### src/rtl/fifo_rd_pkg.sv
// Shared types for the FIFO read-side streamer: FSM encoding and the
// in-flight read tag that travels alongside the FIFO read latency.
package fifo_rd_pkg;

  localparam int STATE_W        = 2;
  localparam int MAX_RD_LATENCY = 2;

  typedef enum logic [STATE_W-1:0] {
    IDLE   = 2'd0,
    STREAM = 2'd1,
    FLUSH  = 2'd2
  } rd_state_e;

  typedef struct packed {
    logic valid;
    logic discard;
  } inflight_tag_t;

  // A tag delivers data into the skid buffer only if it was not marked for discard.
  function automatic logic tag_delivers(input inflight_tag_t tag);
    return tag.valid & ~tag.discard;
  endfunction

endpackage

### src/rtl/fifo_rd_skid_buf.sv
// Circular skid buffer between the FIFO read port and the output stream.
// Count runs 0..SKID_DEPTH; head entry is presented whenever count is non-zero.
// Clear empties the buffer (pointers and count) without touching storage.
module fifo_rd_skid_buf
  import fifo_rd_pkg::*;
#(
  parameter int DATA_WIDTH = 16,
  parameter int SKID_DEPTH = 2
) (
  input  logic                              clk,
  input  logic                              reset_n,
  input  logic                              clear,
  input  logic                              push,
  input  logic [DATA_WIDTH-1:0]             push_data,
  input  logic                              pop,
  output logic [$clog2(SKID_DEPTH+1)-1:0]   count,
  output logic [DATA_WIDTH-1:0]             head_data
);

  localparam int PTR_W = (SKID_DEPTH > 1) ? $clog2(SKID_DEPTH) : 1;
  localparam int CNT_W = $clog2(SKID_DEPTH + 1);

  logic [DATA_WIDTH-1:0] mem_q [SKID_DEPTH];
  logic [DATA_WIDTH-1:0] mem_d [SKID_DEPTH];
  logic [PTR_W-1:0]      wr_ptr_q, wr_ptr_d;
  logic [PTR_W-1:0]      rd_ptr_q, rd_ptr_d;
  logic [CNT_W-1:0]      count_q, count_d;
  logic                  push_ok_s;
  logic                  pop_ok_s;

  // Pointer advance with wrap at SKID_DEPTH (depth need not be a power of two).
  function automatic logic [PTR_W-1:0] ptr_inc(input logic [PTR_W-1:0] ptr);
    if (ptr == PTR_W'(SKID_DEPTH - 1)) begin
      return '0;
    end else begin
      return ptr + PTR_W'(1);
    end
  endfunction

  // Next-state for storage, pointers and occupancy count.
  always_comb begin
    mem_d     = mem_q;
    wr_ptr_d  = wr_ptr_q;
    rd_ptr_d  = rd_ptr_q;
    count_d   = count_q;
    pop_ok_s  = pop && (count_q != '0);
    push_ok_s = push && ((count_q != CNT_W'(SKID_DEPTH)) || pop_ok_s);
    if (clear) begin
      wr_ptr_d = '0;
      rd_ptr_d = '0;
      count_d  = '0;
    end else begin
      if (push_ok_s) begin
        mem_d[wr_ptr_q] = push_data;
        wr_ptr_d        = ptr_inc(wr_ptr_q);
      end else begin
        wr_ptr_d = wr_ptr_q;
      end
      if (pop_ok_s) begin
        rd_ptr_d = ptr_inc(rd_ptr_q);
      end else begin
        rd_ptr_d = rd_ptr_q;
      end
      count_d = count_q + CNT_W'(push_ok_s) - CNT_W'(pop_ok_s);
    end
  end

  // Buffer state registers; storage is zeroed so the head reads 0 out of reset.
  always_ff @(posedge clk or negedge reset_n) begin
    if (!reset_n) begin
      for (int i = 0; i < SKID_DEPTH; i++) begin
        mem_q[i] <= '0;
      end
      wr_ptr_q <= '0;
      rd_ptr_q <= '0;
      count_q  <= '0;
    end else begin
      mem_q    <= mem_d;
      wr_ptr_q <= wr_ptr_d;
      rd_ptr_q <= rd_ptr_d;
      count_q  <= count_d;
    end
  end

  assign count     = count_q;
  assign head_data = mem_q[rd_ptr_q];

endmodule

### src/rtl/fifo_rd_streamer.sv
// Read-side engine for the synchronous FIFO: issues fifo_rd_en only when
// the FIFO is non-empty and the skid buffer has credit, tracks reads in
// flight across the FIFO read latency, and presents a valid/ready stream.
// Flush drains and discards the FIFO and anything already in flight.
// Optional feature macro FIFO_RD_BEATCNT_EN adds the beat_count output.
module fifo_rd_streamer
  import fifo_rd_pkg::*;
#(
  parameter int DATA_WIDTH = 16,
  parameter int RD_LATENCY = 1,
  parameter int SKID_DEPTH = 2
) (
  input  logic                  clk,
  input  logic                  reset_n,
  input  logic                  fifo_empty,
  input  logic [DATA_WIDTH-1:0] fifo_data_out,
  output logic                  fifo_rd_en,
  output logic                  m_valid,
  input  logic                  m_ready,
  output logic [DATA_WIDTH-1:0] m_data,
  input  logic                  flush_req,
  output logic                  flush_done,
  output logic                  busy
`ifdef FIFO_RD_BEATCNT_EN
  ,
  output logic [15:0]           beat_count
`endif
);

  localparam int CNT_W = $clog2(SKID_DEPTH + 1);
  localparam int OCC_W = CNT_W + 2;

  rd_state_e                       state_q, state_d;
  inflight_tag_t [RD_LATENCY-1:0]  tag_q, tag_d;
  logic [CNT_W-1:0]                skid_count_s;
  logic [DATA_WIDTH-1:0]           skid_head_s;
  logic [OCC_W-1:0]                inflight_cnt_s;
  logic [OCC_W-1:0]                occ_s;
  logic                            inflight_any_s;
  logic                            pop_s;
  logic                            push_s;
  logic                            flushing_s;
  logic                            rd_en_s;
  logic                            flush_done_s;

  // Count reads still travelling through the FIFO read latency.
  always_comb begin
    inflight_cnt_s = '0;
    for (int i = 0; i < RD_LATENCY; i++) begin
      inflight_cnt_s = inflight_cnt_s + OCC_W'(tag_q[i].valid);
    end
    inflight_any_s = (inflight_cnt_s != '0);
  end

  // FSM next state; flush takes priority over starting or continuing a stream.
  always_comb begin
    state_d = state_q;
    case (state_q)
      IDLE: begin
        if (flush_req) begin
          state_d = FLUSH;
        end else if (!fifo_empty) begin
          state_d = STREAM;
        end else begin
          state_d = IDLE;
        end
      end
      STREAM: begin
        if (flush_req) begin
          state_d = FLUSH;
        end else if (fifo_empty && (skid_count_s == '0) && !inflight_any_s) begin
          state_d = IDLE;
        end else begin
          state_d = STREAM;
        end
      end
      FLUSH: begin
        if (fifo_empty && !inflight_any_s) begin
          state_d = IDLE;
        end else begin
          state_d = FLUSH;
        end
      end
      default: begin
        state_d = IDLE;
      end
    endcase
  end

  // Read credit: a read is allowed only if everything already owed to the
  // skid buffer, less the beat leaving this cycle, still leaves a free slot.
  always_comb begin
    pop_s        = m_valid && m_ready;
    occ_s        = OCC_W'(skid_count_s) + inflight_cnt_s;
    flushing_s   = (state_d == FLUSH);
    flush_done_s = (state_q == FLUSH) && fifo_empty && !inflight_any_s;
    case (state_q)
      STREAM: begin
        rd_en_s = !fifo_empty && (occ_s < (OCC_W'(SKID_DEPTH) + OCC_W'(pop_s)));
      end
      FLUSH: begin
        rd_en_s = !fifo_empty;
      end
      default: begin
        rd_en_s = 1'b0;
      end
    endcase
  end

  // Shift the in-flight tags; anything issued or still in flight once a
  // flush is underway is marked so its data is dropped on arrival.
  always_comb begin
    tag_d            = tag_q;
    tag_d[0].valid   = rd_en_s;
    tag_d[0].discard = rd_en_s && flushing_s;
    for (int i = 1; i < RD_LATENCY; i++) begin
      tag_d[i].valid   = tag_q[i-1].valid;
      tag_d[i].discard = tag_q[i-1].discard || flushing_s;
    end
    push_s = tag_delivers(tag_q[RD_LATENCY-1]) && !flushing_s;
  end

  // FSM state and in-flight pipeline registers.
  always_ff @(posedge clk or negedge reset_n) begin
    if (!reset_n) begin
      state_q <= IDLE;
      tag_q   <= '0;
    end else begin
      state_q <= state_d;
      tag_q   <= tag_d;
    end
  end

  fifo_rd_skid_buf #(
    .DATA_WIDTH (DATA_WIDTH),
    .SKID_DEPTH (SKID_DEPTH)
  ) u_skid (
    .clk        (clk),
    .reset_n    (reset_n),
    .clear      (flushing_s),
    .push       (push_s),
    .push_data  (fifo_data_out),
    .pop        (pop_s),
    .count      (skid_count_s),
    .head_data  (skid_head_s)
  );

`ifdef FIFO_RD_BEATCNT_EN
  logic [15:0] beat_count_q, beat_count_d;

  // Accepted-beat counter; restarts from zero when a flush completes.
  always_comb begin
    if (flush_done_s) begin
      beat_count_d = 16'd0;
    end else if (pop_s) begin
      beat_count_d = beat_count_q + 16'd1;
    end else begin
      beat_count_d = beat_count_q;
    end
  end

  // Beat counter register.
  always_ff @(posedge clk or negedge reset_n) begin
    if (!reset_n) begin
      beat_count_q <= 16'd0;
    end else begin
      beat_count_q <= beat_count_d;
    end
  end

  assign beat_count = beat_count_q;
`endif

  assign fifo_rd_en = rd_en_s;
  assign m_valid    = (skid_count_s != '0);
  assign m_data     = skid_head_s;
  assign flush_done = flush_done_s;
  assign busy       = (state_q != IDLE);

endmodule
### config.mk
export PLATFORM = sky130hd
export DESIGN_NAME = fifo_rd_streamer
export DESIGN_NICKNAME = d
export VERILOG_FILES = /design/src/rtl/fifo_rd_pkg.sv /design/src/rtl/fifo_rd_skid_buf.sv /design/src/rtl/fifo_rd_streamer.sv
export SDC_FILE = /design/constraint.sdc
export NUM_CORES = 1
export LEC_CHECK = 0
export BUFFER_PORTS_ARGS = -buffer_cell sky130_fd_sc_hd__buf_2
export CORE_MARGIN = 2
export CORE_UTILIZATION = 58
export DETAILED_ROUTE_END_ITERATION = 16
export PLACE_DENSITY_LB_ADDON = 0.15
export SLEW_MARGIN = 20
export SYNTH_ARGS = -nofsm -noshare
export SYNTH_HDL_FRONTEND = slang
export SYNTH_SLANG_ARGS = --single-unit
export TNS_END_PERCENT = 30
### constraint.sdc
create_clock -name clk -period 4.15 [get_ports clk]
set_clock_uncertainty 0.2 [all_clocks]
set_input_delay 0.6225 -clock clk [delete_from_list [all_inputs] [get_ports clk]]
set_output_delay 0.6225 -clock clk [all_outputs]
set_load 0.005 [all_outputs]
-- Word-level counts from Yosys, hierarchy flattened
Index checks and enable logic that the tools add are counted.
- input bits: 21
- output and inout bits: 20
- register bits: 40
- logic and storage cells: 70
- mux-type cells: 20
- equality and inequality tests: 4
- bitwise operators: 5
- add/subtract/negate cells: 6
- magnitude comparators: 4
- reduce and logical (&&, ||, !) cells: 23
- operators by type and width (operator ; count):
    $mux 16 ; 4
    $bwmux 32 ; 1
    $demux 16 s1 ; 1
    $logic_and 1x1->1 ; 12
    $mux 1 ; 8
    $mux 2 ; 4
    $reduce_bool 2->1 ; 4
    $pmux 2 s3 ; 1
    $eq 2x2->1 const B ; 2
    $ge 2x2->1 const B ; 2
    $logic_not 2->1 ; 2
    $not 1->2 ; 2
    $add 2x1->3 ; 1
    $add 2x1->3 const A ; 1
    $logic_not 1->1 ; 3
    $lt 3x3->1 ; 1
    $add 1x1->1 const B ; 2
    $add 2x1->2 ; 1
    $eq 2x1->1 const B ; 1
    $lt 2x1->1 const B ; 1
    $ne 2x2->1 const B ; 1
    $not 1->1 ; 2
    $pmux 1 s2 ; 1
    $reduce_and 2->1 ; 1
    other kinds (3) ; 3

-- Depth between registers and ports, before layout
Gate-level depths: netlist (run 1).
- depth after elaboration: 13
- depth in mapped cells: 10
- mapped depth without buffers: 10

-- Modules after synthesis
Synthesis (run 1) repeated with hierarchy kept, for this count alone.
- cells, all modules: 142
- area total of the unflattened synthesis: 1981.9 sq um
- by module, submodules not included (module ; seq. area each (sq um) ; area an instance (sq um) ; cells an instance ; instances):
    fifo_rd_skid_buf ; 900.9 ; 1655.3 ; 107 ; 1
    fifo_rd_streamer ; 100.1 ; 326.6 ; 35 ; 1

-- Worst setup path after synthesis (run 1)
OpenSTA, ideal clock, no wires.
- kind: register -> register
- from: register state_q[0]
- to: register u_skid.count_q[1] (netlist: u_skid.count[1])
- setup time: 130 ps
- data arrival time: 1976 ps
- cell stages (with the launch flop): 10
- setup slack: 1844 ps
- period minus slack after synthesis: 2306 ps
- required time: 3820 ps
- buffers on the path: 0
- cells stage by stage: dfrtp_1 ha_1 or2_1 a32oi_4 nor2_1 nor2b_1 ha_1 xor2_1 xnor2_1 nor2_1
- word-level cells in the longest chain between the ends: 9
- elaborated cells on any way between the ends: 11
- those cells by class: add/sub: 2; eq/ne: 3; mux: 2; reduce/logical: 4
- ends and longest elaborated chain (item ; line ; source):
    start, declared ; fifo_rd_streamer.sv:33 ; rd_state_e state_q, state_d;
    start signal, assigned ; fifo_rd_streamer.sv:129 ; state_q <= state_d;
    $eq 2x2->1 (tied with other cells) ; fifo_rd_streamer.sv:58 ; case (state_q)
    $pmux 2 s3 (*) ; fifo_rd_streamer.sv:58 ;
    $eq 2x2->1 (*) ; fifo_rd_streamer.sv:95 ; flushing_s = (state_d == FLUSH);
    $logic_not 1->1 ; fifo_rd_streamer.sv:120 ; push_s = tag_delivers(tag_q[RD_LATENCY-1]) && !flushing_s;
    $logic_and 1x1->1 ; fifo_rd_streamer.sv:120 ;
    $logic_and 1x1->1 ; fifo_rd_skid_buf.sv:47 ; push_ok_s = push && ((count_q != CNT_W'(SKID_DEPTH)) || pop_ok_s);
    $add 2x1->2 ; fifo_rd_skid_buf.sv:64 ; count_d = count_q + CNT_W'(push_ok_s) - CNT_W'(pop_ok_s);
    $sub 2x1->2 ; fifo_rd_skid_buf.sv:64 ;
    $mux 2 (*) ; fifo_rd_skid_buf.sv:48 ; if (clear) begin
    via u_skid.count_d[1] ; fifo_rd_skid_buf.sv:27 ; logic [CNT_W-1:0] count_q, count_d;
    end signal, assigned ; fifo_rd_skid_buf.sv:81 ; count_q <= count_d;
    end, declared ; fifo_rd_skid_buf.sv:27 ;
The timed path passes the listed nets; every way through them passes the cells marked *.
A chain may end at the register's enable or synchronous reset.

-- Worst setup path after layout (run 1)
- from: register u_skid.count_q[0] (netlist: u_skid.count[0])
- to: output port fifo_rd_en
- word-level cells in the longest chain between the ends: 6
- elaborated cells on any way between the ends: 7
- those cells by class: add/sub: 2; order compare: 1; mux: 1; reduce/logical: 3
- ends and longest elaborated chain (item ; line ; source):
    $reduce_bool 2->1 ; fifo_rd_streamer.sv:175 ; assign m_valid = (skid_count_s != '0);
    $logic_and 1x1->1 ; fifo_rd_streamer.sv:93 ; pop_s = m_valid && m_ready;
    $add 2x1->3 ; fifo_rd_streamer.sv:99 ; rd_en_s = !fifo_empty && (occ_s < (OCC_W'(SKID_DEPTH) + OCC_W'(pop_s)));
    $lt 3x3->1 (*) ; fifo_rd_streamer.sv:99 ;
    $logic_and 1x1->1 (*) ; fifo_rd_streamer.sv:99 ;
    $pmux 1 s2 (*) ; fifo_rd_streamer.sv:97 ; case (state_q)
    end, declared ; fifo_rd_streamer.sv:17 ; output logic fifo_rd_en,
Every way passes the cells marked *; elsewhere a longest branch is shown, timed or not.

==> metrics.cfg, run 1 <==
[layout]
n_antenna_cell=0
drive_gt1_frac=0.541
area_delta_synth_final_pct=13.5
fin_nets=212

[drt]
drtAntennaViolNets=0
wirelength_um=3530
wl_per_cell_um=15.4
drc=0
vias_per_cell=5.27
drt_pre_antenna_iters=4
dr_total_vias=1206
detail_route.iter0.violations=29

[sta]
worst_pin_slew_ns=0.861
period_share=0.653
setup_viol=0
setup_tns_ns=0
hold_viol=0
fmaxAchievable_mhz=369
drv_slew=0
slew_headroom=0.426
fin_crit_ns=2.71
rsz0062_at_grt=no
setup_slack_ns=1.44

[pwr]
leakage_uw=0.00122
power_density_nw_per_um2=678
ir_drop_uv=356

[yosys]
ys_ff_latch=40
ys_top_cells_by_area=dfrtp_1 49%, mux2_2 15%, mux2_4 15%
synth_top_area_frac=0.492
synth_nets=169
yosysMostFrequentCell=dfrtp_1
yosysSeqAreaShare=0.492
synthCells=140
yosysUniqueCellTypes=26
synth_ff_type=dfrtp_1
synth_area_um2=2040
yosys.area.top_type=dfrtp_1
synth_edf_count=0
ys_warn_count=0
avgSynthCellArea_um2=14.5
ys_top_cells_by_count=40 x dfrtp_1, 28 x mux2_2, 20 x mux2_4
async_reset_ff_frac=1.00

[global_routing]
grt_first_pass_wirelength_um=5950
grt_pass1_vias=1274
grt_overflow_total=0
grt_max_degree=41
grt.total_usage=0.197
antenna_found_initial=0

[critical_path]
setup.worst_path.start_class=register
path_common_cell=ha_1
cp_slowest_cell=dfrtp_1
reg2reg_slack_ns=1.59
crit_buf_inv=1
endpoint_kind=output pin
r2r_cells=10
cp.arrival_ns=1.89
cp_top_family=adder cells
rr_endpoint=u_skid.count[1]
cp_max_fo=6
max_stage_delay_ns=0.45
cp_cell_sequence=ha_1 -> ha_1 -> o21ai_0 -> a31oi_1 -> nor3b_1 -> buf_2
critPathRequiredTime_ns=3.33
r2r-start=state_q[1]
crit_type=reg2out

[clock_network]
holdBufCountCts=0
ctsResizeCount=0
cts_made_buffers=5
cts_tree=done
cts_setup_buffers=0
cts.sinks=40
htree_num_levels=2
clk_path_buf_depth=2
insertion_delay_ns=0.33
clk_pin_slew_ns=0.10
clockRootBuffer=clkbuf_4

[placement]
dp_hpwl_um=2460
place_congestion=0.770
post-place-ws_ns=1.54
port_buffers=40

[floorplanning]
dieArea_um2=4000
rows=21
coreArea_um2=3360
die_h_um=63.2
die_w_um=63.2
initial_core_util=0.605
ios=41

[status]
status=finished clean

[worst_hold_path]
holdCritPathClass=in2async

[run]
cap_violations=0

[power breakdown]
group	total, uW	internal, uW	leakage [uW]	switching [uW]
Sequential	690	562	0.000516	128
Combinational	698	436	0.000678	262
Clock	179	62.5	0.0000281	116
Total	1570	1060	0.00122	506
[placed cells by master (no fill, tap or decap), types with 2 or more instances in the layout]
| master | instances |
|---|---|
| buf_2 | 40 |
| dfrtp_1 | 40 |
| nor3b_1 | 2 |
| nor2b_1 | 3 |
| o21ai_0 | 2 |
| nor2_1 | 5 |
| mux2_4 | 20 |
| o211ai_4 | 2 |
| xnor2_1 | 2 |
| clkbuf_4 | 5 |
| inv_1 | 11 |
| ha_1 | 8 |
| xor2_1 | 2 |
| mux2_2 | 28 |
[cell type report]
cell class / count / area, um^2
clock buffers: 6 / 41.3
fillers: 285 / 1050
flip-flops and latches: 40 / 1000
clock inverters: 1 / 5.00
multi-input cells: 85 / 963
well taps: 46 / 57.6
inverters: 11 / 41.3
repair buffers: 40 / 200
[metrics by stage]
step	util	total power, uW	cell area (um^2)	hold WS, ns	cells
3_5_place_dp	0.673	1400	2260	0.291	222
2_1_floorplan	-	1180	2040	0.127	140
5_1_grt	0.687	1680	2310	0.235	229
6_report	0.687	1570	2310	0.192	229
4_1_cts	0.687	1580	2310	0.206	229
3_3_place_gp	0.673	1350	2260	0.281	222
[cell families after synthesis]
group / count (synthesis) / synth area share
buffers and inverters: 15 / 0.0350
XOR/XNOR: 4 / 0.0172
flip-flops: 40 / 0.492
multiplexers: 48 / 0.302
AO/OA/AOI/OAI: 9 / 0.0522
adder cells (fa/ha/maj): 8 / 0.0492
AND/OR/NAND/NOR: 16 / 0.0523
[worst reg2reg max path, stage by stage, from the launching register on]
cell,delay [ns]
dfrtp_1,0.41
inv_1,0.09
ha_1,0.22
o31ai_1,0.10
a21oi_1,0.47
nor2_1,0.22
nor2b_1,0.18
ha_1,0.17
xor2_1,0.17
xnor2_1,0.14
nor2_1,0.06
[worst max path at each step]
| stage | cells after the start | end | start |
|---|---|---|---|
| final | 6 | fifo_rd_en | u_skid.count[0] |
| after global routing | 6 | fifo_rd_en | u_skid.count[0] |
| after CTS | 6 | fifo_rd_en | u_skid.count[0] |
| after detailed placement | 9 | u_skid.count[1] | fifo_empty |
| after global placement | 9 | u_skid.count[1] | fifo_empty |
| after floorplan | 9 | u_skid.count[1] | state_q[0] |
[layer usage]
layer | part of all wire | track usage | vias to the layer above | wire length, um
met5 | 0 | 0 | - | 0
met4 | 0.012 | 0.0734 | 0 | 44
met3 | 0.049 | 0.0536 | 4 | 172
met2 | 0.51 | 0.316 | 33 | 1780
met1 | 0.43 | 0.256 | 598 | 1530
li1 | - | - | 571 | -
[flip-flops by register name (all words and copies together) (netlist names)]
name	cells
u_skid.mem_q	32
state_q	2
tag_q	2
u_skid.count	2
u_skid.rd_ptr_q	1
u_skid.wr_ptr_q	1
(Power assumes the default switching activity.)
==> inputs of run 2 (changes only) <==
CORE_UTILIZATION = 49   (was 58)
clock period = 2.3 ns   (was 4.15 ns; I/O delays follow)
==> run 2 against run 1 <==
  * Sequential share of layout area down 5.0 points
  * Critical path type is now reg2reg
  * Register-to-register slack worse by 1.6 ns
  * Sequential power up 77%
  * First-iteration DRC count up 52%
  * Core utilization down 3.3 points
  * Worst hold slack worse by 0.12 ns
  * Worst setup slack worse by 1.4 ns
==> metrics.cfg, run 2 (same netlist as run 1, synthesis figures left out) <==
[status]
status=finished clean

[sta]
setup_tns_ns=0  ; unchanged
setup_viol=0  ; unchanged
fin_crit_ns=2.27
drv_slew=0  ; unchanged
rsz0062_at_grt=yes
worst_pin_slew_ns=0.882  ; +0.0216 ns
hold_viol=0  ; unchanged
period_share=0.987
slew_headroom=0.412  ; -0.0144
fmaxAchievable_mhz=440

[layout]
final_util=0.653  ; -0.0333
regMostFlops=u_skid.mem_q
multi_input_area_um2=1030  ; +6.9%
largest_reg_flops=32  ; unchanged
register_area_um2=1000  ; +0.12%
mostFrequentLayoutCells=40 x buf_2, 39 x dfrtp_1, 28 x mux2_2
fin_cells=255  ; +11%
drive_gt1_frac=0.673  ; +0.132
fin_nets=233  ; +9.9%
n_fill_cell=308  ; +8.1%
area_delta_synth_final_pct=28.4
n_antenna_cell=0  ; unchanged
layout_commonest_cell=buf_2

[drt]
detail_route.iter0.violations=44  ; +52%
dr_total_vias=1275  ; +5.7%
vias_per_cell=5.00  ; -5.1%
drtAntennaViolNets=0  ; unchanged
wirelength_um=3930  ; +11%
drc=0  ; unchanged
wl_per_cell_um=15.4  ; about the same
drt_pre_antenna_iters=4  ; unchanged

[placement]
dp_cells=231  ; +4.1%
port_buffers=40  ; unchanged
place_congestion=0.663  ; -14%
dp_hpwl_um=2570  ; +4.3%

[clock_network]
cts.sinks=40  ; unchanged
clk_path_buf_depth=2  ; unchanged
htree_num_levels=2  ; unchanged
cts_tree=done
clockRootBuffer=clkbuf_8
clk_pin_slew_ns=0.08  ; -0.02 ns
insertion_delay_ns=0.29  ; -0.04 ns
cts_made_buffers=5  ; unchanged

[critical_path]
reg2reg_slack_ns=0.03  ; -1.56 ns
setup.worst_path.start_class=register
max_stage_delay_ns=0.45  ; about the same
endpoint_kind=register
path_common_cell=buf_4
crit_type=reg2reg
rr_endpoint=u_skid.mem_q[20]
cp_slowest_cell=dfrtp_2
cp_cell_sequence=buf_4 -> ha_1 -> nor2b_2 -> a32oi_4 -> buf_4 -> o211ai_4 -> buf_12 -> mux2_2
r2r_cells=8  ; -2
cp_top_family=buffers and inverters
cp_max_fo=12  ; +6
cp.arrival_ns=2.25  ; +0.36 ns
critPathRequiredTime_ns=2.28  ; -1.05 ns
crit_buf_inv=3  ; +2
r2r-start=state_q[0]

[floorplanning]
die_h_um=68.5  ; +8.2%
rows=23  ; +9.5%
coreArea_um2=4000  ; +19%
die_w_um=68.5  ; +8.2%
ios=41  ; unchanged
initial_core_util=0.509  ; -0.0964
dieArea_um2=4690  ; +17%

[worst_hold_path]
worstHoldStart=fifo_empty
holdCritPathClass=in2reg
min_path_cells=2
min_to=tag_q[0]

[global_routing]
grt.total_usage=0.189  ; -0.00728
grt_first_pass_wirelength_um=6270  ; +5.3%
grt_pass1_vias=1306  ; +2.5%
grt_max_degree=41  ; unchanged
antenna_found_initial=0  ; unchanged
grt_overflow_total=0  ; unchanged

[pwr]
power_uw=3290  ; +110%
switching_share=0.310  ; -0.0127
p_sw_uw=1020  ; +100%
ir_drop_uv=562  ; +58%
combPwrFrac=0.484  ; +0.039
power_density_nw_per_um2=1260  ; +85%
pwr-share-clk=0.146  ; +0.032
seqPwrFrac=0.370  ; -0.071
internal_power_uw=2270  ; +110%
leakage_uw=0.00135  ; +10%

[run]
cap_violations=0  ; unchanged

[run 2: cell types whose count changed in the layout (fill, tap and decap cells not counted), sizes merged]
cell,before,now
clkinv,1,2
buf,40,60
dlygate4sd3,0,1
[run 2: per-stage QoR]
| stage | hold slack (ns) | setup WS [ns] | instance area, um^2 |
|---|---|---|---|
| floorplan | -0.151 | 0.0496 | 2040 |
| global placement | 0.282 | -0.0697 | 2320 |
| detailed placement | 0.291 | -0.138 | 2320 |
| CTS | 0.0522 | -0.0474 | 2530 |
| global route | 0.0499 | -0.0496 | 2610 |
| finish | 0.0715 | 0.0290 | 2610 |
[run 2: layout make-up]
class,instances,share of cell area
Multi-Input combinational cell,85,0.394
Inverter,11,0.0158
Sequential cell,40,0.383
Clock buffer,6,0.0316
Timing Repair Buffer,61,0.147
Clock inverter,2,0.00383
Tap cell,50,0.0239
[run 2: how the worst max path moves through the flow]
stage | depth (start not counted) | start | endpoint | slack [ns]
2_1_floorplan | 9 | state_q[0] | u_skid.count[1] | 0.05
3_3_place_gp | 6 | state_q[1] | u_skid.mem_q[16] | -0.07
3_5_place_dp | 6 | state_q[1] | u_skid.mem_q[21] | -0.14
4_1_cts | 10 | state_q[1] | u_skid.count[1] | -0.05
5_1_grt | 8 | state_q[0] | u_skid.mem_q[21] | -0.05
6_report | 8 | state_q[0] | u_skid.mem_q[20] | 0.03
[run 2: power groups by stage]
stage	Sequential, uW	Clock [uW]	Combinational [uW]
6_report	1220	480	1590
5_1_grt	1260	537	1740
4_1_cts	1210	508	1490
3_5_place_dp	1230	0	1360
3_3_place_gp	1200	0	1310
2_1_floorplan	1150	0	976
[run 2: per-layer routing]
layer	vias up	share of wire	GRT usage
met3	6	0.042	0.0510
met2	28	0.48	0.284
met4	0	0.017	0.0825
met5	-	0	0
li1	614	-	-
met1	627	0.46	0.257
[run 2: what timing repair did]
action	in CTS	in global routing
buffers inserted	12	3
hold buffers	1	0
endpoints found under the hold margin	40	0
setup endpoints to repair	34	3
pin swaps	4	6
gates resized for setup	4	16
[run 2: worst reg2reg max path: stages, from the launching register on]
cell and delay [ns]:
dfrtp_2 0.45, buf_4 0.14, ha_1 0.22, nor2b_2 0.16
a32oi_4 0.08, buf_4 0.17, o211ai_4 0.21, buf_12 0.19
mux2_2 0.35
==> inputs of run 3 (changes only) <==
SETUP_SLACK_MARGIN = 0.15   (was not set)
==> run 3 against run 2 <==
  * The run now ends with setup timing left
  * Largest cell class unchanged
  * First-iteration DRC count decreased by 77%
  * Clock power increased by 30%
  * Die area stayed put
  * Cell area grew 6.3%
  * Critical path depth down 2
  * Maximum frequency decreased by 2.1%
  * Combinational power rose by 6%
  * Flip-flop and latch count stayed put
  * Critical endpoint is now fifo_rd_en
  * Critical path type is now reg2out
  * Worst setup slack worse by 0.048 ns
  * Sequential share of layout area shrank 2.2 points
  * Highest routed layer unchanged
  * Global-route usage increased by 0.15 points
  * Routed wire length grew 9.4%
==> metrics.cfg, run 3 (same netlist as run 1, synthesis figures left out) <==
[worst_hold_path]
min_to=tag_q[0]
min_path_cells=2  ; unchanged
holdCritPathClass=in2reg
worstHoldStart=fifo_empty

[floorplanning]
dieArea_um2=4690  ; unchanged
die_h_um=68.5  ; unchanged
initial_core_util=0.509  ; unchanged
die_w_um=68.5  ; unchanged
coreArea_um2=4000  ; unchanged
rows=23  ; unchanged
ios=41  ; unchanged

[critical_path]
critPathRequiredTime_ns=1.75  ; -0.53 ns
r2r_cells=9  ; +1
cp_max_fo=4  ; -8
path_common_cell=ha_4
endpoint_kind=output pin
cp_slowest_cell=dfrtp_1
crit_type=reg2out
cp.arrival_ns=1.77  ; -0.48 ns
setup.worst_path.start_class=register
max_stage_delay_ns=0.46  ; about the same
reg2reg_slack_ns=0.01  ; -0.02 ns
rr_endpoint=u_skid.mem_q[17]
r2r-start=state_q[0]
cp_cell_sequence=ha_4 -> ha_4 -> o21ai_1 -> a31oi_1 -> nor3b_2 -> buf_2

[sta]
fmaxAchievable_mhz=431  ; -2.1%
rsz0062_at_grt=yes
setup_slack_ns=-0.0189  ; -0.0479 ns
worst_pin_slew_ns=0.431  ; -0.451 ns
drv_slew=0  ; unchanged
fin_crit_ns=2.32  ; +0.0479 ns
period_share=1.01  ; +0.0208
hold_slack_ns=0.0880  ; +0.0165 ns
setup_viol=1  ; +1
hold_viol=0  ; unchanged
slew_headroom=0.712  ; +0.300

[clock_network]
cts_tree=done
cts.sinks=40  ; unchanged
clockRootBuffer=clkbuf_8
htree_num_levels=2  ; unchanged
clk_path_buf_depth=2  ; unchanged
cts_made_buffers=5  ; unchanged
insertion_delay_ns=0.29  ; about the same
clk_pin_slew_ns=0.07  ; about the same

[layout]
fin_nets=236  ; +1.3%
fin_area_um2=2780  ; +6.3%
drive_gt1_frac=0.688  ; +0.0143
regMostFlops=u_skid.mem_q
n_antenna_cell=0  ; unchanged
mostFrequentLayoutCells=40 x buf_2, 38 x dfrtp_1, 26 x mux2_2
largest_reg_flops=32  ; unchanged
area_delta_synth_final_pct=36.5
layout_commonest_cell=buf_2
final_util=0.695  ; +0.0413

[placement]
dp_hpwl_um=2750  ; +7.0%
post-place-ws_ns=-0.0794  ; +0.0589 ns
place_congestion=0.751  ; +13%
port_buffers=40  ; unchanged
post_dp_cell_area_um2=2390  ; +3.0%

[drt]
wl_per_cell_um=16.6  ; +8.1%
vias_per_cell=5.02  ; +0.47%
wirelength_um=4300  ; +9.4%
drtAntennaViolNets=0  ; unchanged
drt_pre_antenna_iters=4  ; unchanged
dr_total_vias=1296  ; +1.6%
drc=0  ; unchanged
detail_route.iter0.violations=10  ; -77%

[run]
cap_violations=0  ; unchanged

[global_routing]
grt_first_pass_wirelength_um=6350  ; +1.2%
grt_pass1_vias=1379  ; +5.6%
grt.total_usage=0.191  ; +0.00153
antenna_found_initial=0  ; unchanged
grt_overflow_total=0  ; unchanged
grt_max_degree=21  ; -49%

[pwr]
leakage_uw=0.00141  ; +4.7%
ir_drop_uv=751  ; +34%
power_density_nw_per_um2=1280  ; +1.4%

[status]
status=finished, violations left
violations=setup timing

run 3: timing repair:
item	4_1_cts	5_1_grt
hold buffers	1	0
pin swaps	2	11
gates cloned	0	1
endpoints found under the setup margin	35	35
resized for setup	13	16
setup buffers	5	7
hold endpoints to repair	40	0
run 3: routing by layer:
metal	track usage	share of wire	vias up
li1	-	-	617
met1	0.226	0.41	640
met2	0.329	0.54	29
met3	0.0395	0.032	10
met4	0.0875	0.022	0
met5	0	0	-
run 3: final cells by class:
| cell class | instances | area [um^2] |
|---|---|---|
| tap | 50 | 62.6 |
| fill | 276 | 1220 |
| inverter | 11 | 41.3 |
| clock inverter | 1 | 30.0 |
| clock buffer | 7 | 96.3 |
| timing repair buffer | 64 | 453 |
| sequential | 40 | 1000 |
| multi-input combinational | 85 | 1090 |
run 3: worst max-delay path by stage:
stage / start / endpoint / slack (ns) / depth (start not counted)
floorplan: state_q[1] / u_skid.count[1] / 0.15 / 10
global placement: state_q[0] / u_skid.mem_q[19] / -0.0001 / 6
detailed placement: state_q[1] / u_skid.mem_q[19] / -0.08 / 6
CTS: u_skid.count[0] / fifo_rd_en / -0.04 / 6
global route: tag_q[1] / fifo_rd_en / -0.13 / 6
finish: tag_q[1] / fifo_rd_en / -0.02 / 6
run 3: power breakdown:
part | internal (uW) | switching [uW] | total, uW
Sequential | 1020 | 212 | 1230
Combinational | 1060 | 625 | 1690
Clock | 383 | 241 | 624
run 3: critical path: cells and delay by family, from the launching register on:
family | cells | cell delay (ns)
DFF | 1 | 0.46
adders and majority gates | 2 | 0.45
AOI/OAI and AO/OA | 2 | 0.33
buffers and inverters | 1 | 0.14
and+or+nand+nor | 1 | 0.10
run 3: per-stage QoR:
step	setup TNS [ns]	total power, uW	cells
after floorplan	0	2150	140
after global placement	-0.000132	2560	236
after detailed placement	-0.486	2640	236
after CTS	-0.0390	3400	250
after global routing	-0.414	3780	258
final	-0.0189	3550	258
